==> config.mk <==
export PLATFORM = sky130hd
export DESIGN_NAME = gt_rx_word_align
export DESIGN_NICKNAME = d
export VERILOG_FILES = /design/src/rtl/gt_rx_word_align.sv
export SDC_FILE = /design/constraint.sdc
export NUM_CORES = 1
export LEC_CHECK = 0
export CAP_MARGIN = 10
export CORE_MARGIN = 1
export CORE_UTILIZATION = 54
export CTS_BUF_LIST = sky130_fd_sc_hd__clkbuf_2 sky130_fd_sc_hd__clkbuf_4 sky130_fd_sc_hd__clkbuf_8
export DETAILED_ROUTE_END_ITERATION = 8
export PLACE_DENSITY = 0.91
export SLEW_MARGIN = 20
export SYNTH_ARGS = -nofsm -noshare
export SYNTH_HDL_FRONTEND = slang
export SYNTH_SLANG_ARGS = --single-unit
==> constraint.sdc <==
create_clock -name i_clk -period 3.68 [get_ports i_clk]
set_input_delay 0.736 -clock i_clk [delete_from_list [all_inputs] [get_ports i_clk]]
set_output_delay 0.736 -clock i_clk [all_outputs]
set_load 0.05 [all_outputs]
==> src/rtl/gt_rx_word_align.sv <==
// RX word aligner for a 32-bit GT interface.
// Locates the K28.5 comma lane, qualifies it, and rotates the byte stream so commas land in byte 0.
module gt_rx_word_align #(
  parameter logic [7:0]  COMMA_BYTE   = 8'hBC,
  parameter int unsigned LOCK_COUNT   = 4,
  parameter int unsigned UNLOCK_COUNT = 8
) (
  input  logic        i_clk,
  input  logic        i_rst,
  input  logic        i_gt_aligned,
  input  logic [31:0] i_rxdata,
  input  logic [3:0]  i_rxcharisk,
  output logic [31:0] o_data,
  output logic [3:0]  o_charisk,
  output logic        o_valid,
  output logic        o_lock,
  output logic [1:0]  o_offset
);

  typedef enum logic [1:0] {HUNT, VERIFY, LOCKED} state_e;

  state_e      state_q, state_d;
  logic [1:0]  rst_sync_q;
  logic        rst;
  logic [3:0]  lane_hit;
  logic        det_hit;
  logic [1:0]  det_off;
  logic [1:0]  cand_q, cand_d;
  logic [1:0]  app_q, app_d;
  logic [1:0]  off_q, off_d;
  logic [3:0]  cnt_q, cnt_d;
  logic [3:0]  miss_q, miss_d;
  logic [3:0]  cnt_inc, miss_inc;
  logic [31:0] prev_data_q, data_q, data_d;
  logic [3:0]  prev_k_q, k_q, k_d;

  // Assertion is immediate; release is retimed through two flops.
  always_ff @(posedge i_clk or posedge i_rst) begin
    if (i_rst) rst_sync_q <= '1;
    else       rst_sync_q <= {rst_sync_q[0], 1'b0};
  end
  assign rst = rst_sync_q[1];

  always_comb begin
    det_hit = 1'b0;
    det_off = '0;
    for (int unsigned i = 0; i < 4; i++) begin
      lane_hit[i] = i_rxcharisk[i] && (i_rxdata[8*i +: 8] == COMMA_BYTE);
    end
    for (int unsigned i = 0; i < 4; i++) begin
      if (lane_hit[i] && !det_hit) begin
        det_hit = 1'b1;
        det_off = i[1:0];
      end
    end
  end

  // Rotation spans the previous and current word, giving a fixed two-cycle latency.
  always_comb begin
    data_d = prev_data_q;
    k_d    = prev_k_q;
    case (app_q)
      2'd1: begin
        data_d = {i_rxdata[7:0], prev_data_q[31:8]};
        k_d    = {i_rxcharisk[0], prev_k_q[3:1]};
      end
      2'd2: begin
        data_d = {i_rxdata[15:0], prev_data_q[31:16]};
        k_d    = {i_rxcharisk[1:0], prev_k_q[3:2]};
      end
      2'd3: begin
        data_d = {i_rxdata[23:0], prev_data_q[31:24]};
        k_d    = {i_rxcharisk[2:0], prev_k_q[3]};
      end
      default: ;
    endcase
  end

  assign cnt_inc  = (cnt_q  == 4'hF) ? cnt_q  : cnt_q  + 4'd1;
  assign miss_inc = (miss_q == 4'hF) ? miss_q : miss_q + 4'd1;

  always_comb begin
    state_d = state_q;
    cand_d  = cand_q;
    app_d   = app_q;
    cnt_d   = cnt_q;
    miss_d  = miss_q;
    off_d   = off_q;
    if (!i_gt_aligned) begin
      state_d = HUNT;
      cnt_d   = '0;
      miss_d  = '0;
    end else begin
      case (state_q)
        HUNT: begin
          if (det_hit) begin
            cand_d = det_off;
            cnt_d  = 4'd1;
            miss_d = '0;
            if (LOCK_COUNT == 1) begin
              state_d = LOCKED;
              app_d   = det_off;
            end else begin
              state_d = VERIFY;
            end
          end
        end
        VERIFY: begin
          if (det_hit) begin
            if (det_off == cand_q) begin
              cnt_d = cnt_inc;
              if (cnt_inc >= 4'(LOCK_COUNT)) begin
                state_d = LOCKED;
                app_d   = cand_q;
                miss_d  = '0;
              end
            end else begin
              cand_d = det_off;
              cnt_d  = 4'd1;
            end
          end
        end
        LOCKED: begin
          if (det_hit) begin
            if (det_off == app_q) begin
              miss_d = '0;
            end else begin
              miss_d = miss_inc;
              if (miss_inc >= 4'(UNLOCK_COUNT)) begin
                state_d = HUNT;
                cnt_d   = '0;
                miss_d  = '0;
              end
            end
          end
        end
        default: state_d = HUNT;
      endcase
    end
    if (state_d == VERIFY)      off_d = cand_d;
    else if (state_d == LOCKED) off_d = app_d;
  end

  always_ff @(posedge i_clk or posedge rst) begin
    if (rst) begin
      state_q     <= HUNT;
      cand_q      <= '0;
      app_q       <= '0;
      off_q       <= '0;
      cnt_q       <= '0;
      miss_q      <= '0;
      prev_data_q <= '0;
      prev_k_q    <= '0;
      data_q      <= '0;
      k_q         <= '0;
    end else begin
      state_q     <= state_d;
      cand_q      <= cand_d;
      app_q       <= app_d;
      off_q       <= off_d;
      cnt_q       <= cnt_d;
      miss_q      <= miss_d;
      prev_data_q <= i_rxdata;
      prev_k_q    <= i_rxcharisk;
      data_q      <= data_d;
      k_q         <= k_d;
    end
  end

  assign o_data    = data_q;
  assign o_charisk = k_q;
  assign o_lock    = (state_q == LOCKED);
  assign o_valid   = (state_q == LOCKED);
  assign o_offset  = off_q;

endmodule

==> results <==
- The flow ran to the end, and the final reports show no timing, DRC or antenna violations.
- The final critical path time including I/O delays and setup is about 3700 ps.
- Setup slack on the critical path of the routed design comes to roughly 14 ps.
- Sorting the synthesized cells by how often they occur yields 88 x dfrtp_1, 35 x mux4_2, 15 x nand2_1, 11 x nor2_1, 9 x inv_1.
- In the post-synthesis netlist, the biggest area contributors are dfrtp_1 54%, mux4_2 19%, ha_1 2.2%.
- The fraction of registers with async set or reset after synthesis is 1.00.
- The number of failing hold endpoints at the final stage is 0.
- The final antenna diode count is 0.
- The final total power is 2140 uW.
- In the global route stage, overall resource usage came out at 0.303.
- After detailed routing, the average wire length per cell comes to ~23 microns.
- Counting flops with a built-in enable in the synthesized netlist gives 0.
- Of all nets on the critical path, the largest fanout is 4.
- After detailed routing, the number of remaining DRC violations is 0.
- The total detailed-routing wirelength is 11,300 microns.
- For this run, the register share of the synthesized area comes to 0.555.
- The share of total power dissipated in combinational logic is 0.153.
- TritonCTS created 9 clock buffers.
- The maximum vdd drop is 0.275 mV.
- The count of hold buffers inserted by post-cts repair is 0.
- In this run the cell area of the synthesized design comes to 4060 sq um.
- The worst pin sits at a relative slew slack of 0.473.
- The final estimated routing congestion in global placement is around 0.86.
- The dominant synthesized flop cell is dfrtp_1.
- Timing would allow up to 273 MHz.
- The iteration-0 DRC count of the detailed router is 295.
- CTS built an H-tree with a depth of 3.
- The share of total power dissipated in the clock network is 0.347.
- The clock insertion delay at the later pin of the skew report is 370 ps.
- When the netlist entered floorplanning its net count stood at 319.
- The fraction of power spent switching nets is 0.294.
- The library cell occupying the most area in the post-synthesis netlist is dfrtp_1.
- For the pin with the worst max-slew slack, the measured transition is 790 ps.
- The pin count of the biggest net entering global routing is 65.
- The number of slew-limit violations in the final report is 0.
- The vertical die dimension is 88.7 microns.
- The clock-pin slew on the worst setup and hold paths is 90 ps.
- The type of the setup path with the least slack is primary input to register.
- The growth of design area from synthesis to finish is 33.7%.
- The Yosys step of the flow raised 0 warnings.
- Synthesis instantiated 62 different standard cells from the library.
- Once layout is done, the placed cells without fillers occupy 5430 sq um.
- The internal power of the cells totals 1510 uW.
- The residual overflow from global routing is 0.
- The leakage component of the power is 0.00222 uW.
- The final-stage net count is roughly 430.
- The via count of the first global-routing pass is 3,100.
- On the final layout, the worst clock skew is about 15 ps.
- For this configuration, the core starts out at a cell density of 0.560.
- The number of placed I/O pins is 79.
- The part of the power in registers is 0.500.
- The die outline width is around 89 microns.
- The die covers 7870 sq um.
- The number of cells on the worst reg-to-reg path is 11.
- The global-route wire length before repair is about 17,000 microns.
- Data on the critical path arrives at its endpoint at 3920 ps.
- In this run the power spent charging and discharging nets is 630 uW.
- Clock tree synthesis found a total of 90 sinks.
- For this run, the number of standard cells in the final layout without fillers is approximately 490.
- The post-placement setup slack is -200 ps.
- The worst hold path passes through 0 cells.
- The share of post-route cells with drive strength above 1 is 0.268.
- The worst hold path belongs to the class register to register.
- The routed layout has 3,138 vias.
- The total core area is just over 7000 sq um.
- The mean area per synthesized cell is 14.9 sq um.
- The number of standard cells after synthesis is 273.
- The tool flagged a number of max-cap violations equal to 0.
- The via count normalized by instance count is between 6 and 7.
- The initial antenna violation count is 0.
- The areal power density over the cells is 395 nW/um^2.
- TritonCTS built the clock tree.
- The floorplan has 31 rows.
- Dividing the final minimum period by the clock period gives 0.996.
- On the final layout, the worst hold slack is 363 ps.
- The cell area reported after detailed placement is 5190 sq um.
- The number of port buffers is 78.
- The detail route stage leaves a number of antenna-violating nets equal to 0.
- The share of synthesized area in the top cell type comes to 0.542.
- STA classifies the critical path startpoint as a primary input.
- The synthesized design contains 90 register bits.
- Counting along the longest clock path gives a buffer depth of 2.
- The clock root buffer is clkbuf_8.
- In the post-synthesis netlist, the cell with the most instances is dfrtp_1.
- The worst setup path is captured at a register.
- In this run, placement finished with an instance count of about 480.
- The setup violation total in the final timing report is 0.
- For the worst setup path, the data required time is 3930 ps.
- The number of iterations in the first detailed-routing pass is 4.
- The post-DP HPWL is between 7000 and 8000 microns.
[registers in the layout (all words and copies together), names as in the netlist, 4 cells and up]
name         count
prev_k_q         4
prev_data_q     32
o_data          32
miss_q           4
o_charisk        4
cnt_q            4
[cell families after synthesis]
kind of cell	synth area share
adder cells (fa/ha/maj)	0.0216
AO/OA/AOI/OAI	0.0826
other	0.000924
buffers and inverters	0.0194
AND/OR/NAND/NOR	0.108
multiplexers	0.208
XOR/XNOR	0.00432
flip-flops	0.555
[layout make-up]
| class | instances | area (sq um) |
|---|---|---|
| Multi-Input combinational cell | 163 | 1740 |
| Clock buffer | 9 | 124 |
| Inverter | 9 | 36.3 |
| Tap cell | 99 | 124 |
| Timing Repair Buffer | 114 | 1050 |
| Sequential cell | 90 | 2260 |
| Fill cell | 403 | 1830 |
| Clock inverter | 7 | 90.1 |
[layer usage]
layer,vias up,part of all wire,global-route usage
li1,1290,-,-
met1,1562,0.36,0.365
met2,231,0.52,0.522
met3,55,0.079,0.0532
met4,0,0.048,0.164
met5,-,0,0
[power by group through the flow]
stage | clock network (uW) | registers (uW) | logic (uW)
finish | 743 | 1070 | 328
global route | 783 | 1080 | 342
CTS | 749 | 1070 | 325
detailed placement | 0 | 1090 | 319
global placement | 0 | 1080 | 311
floorplan | 0 | 1170 | 72.9
[path summary, 6_finish.rpt]
path,startpoint,to,slack (ps)
min reg2reg,rst_sync_q[0],rst_sync_q[1],360
max reg2reg,app_q[0],o_offset[0],990
max,i_rxdata[9],o_offset[0],10
max in group asynchronous,rst_sync_q[1],miss_q[3],2440
min in group asynchronous,rst_sync_q[1],o_data[19],420
min,rst_sync_q[0],rst_sync_q[1],360
[worst max-delay path, stage by stage]
cell and delay (ps):
clkdlybuf4s50_1 510, nand4b_1 330, or3_1 510, nor4b_2 340, a31o_2 200, nor2_1 70, o21ba_2 220, or3_1 350
ha_1 290, inv_1 100, nand2_1 80, o22ai_1 130, a31oi_1 50
[placed cells by master (no fill, tap or decap), types with 3 or more instances in the layout]
cell type	count
a21oi_1	6
a31oi_1	3
and2_1	4
and3_1	3
buf_4	36
clkbuf_8	9
clkdlybuf4s50_1	77
dfrtp_1	87
ha_1	7
inv_1	8
inv_8	3
mux2i_1	3
mux4_2	35
nand2_1	15
nand2b_1	3
nand3_1	6
nand3b_1	4
nand4b_1	4
nor2_1	11
nor3_1	3
o21ai_0	4
[through the flow]
step | TNS (ps) | util
floorplan | 0 | -
global placement | -159 | 0.716
detailed placement | -393 | 0.716
CTS | 0 | 0.745
global route | -182 | 0.748
finish | 0 | 0.748
[what timing repair did]
item                                    4_1_cts  5_1_grt
gates resized for setup                       0        5
endpoints found under the setup margin        0        2
buffers inserted                              0        0
No activity file was read; power rests on OpenSTA's default activity.
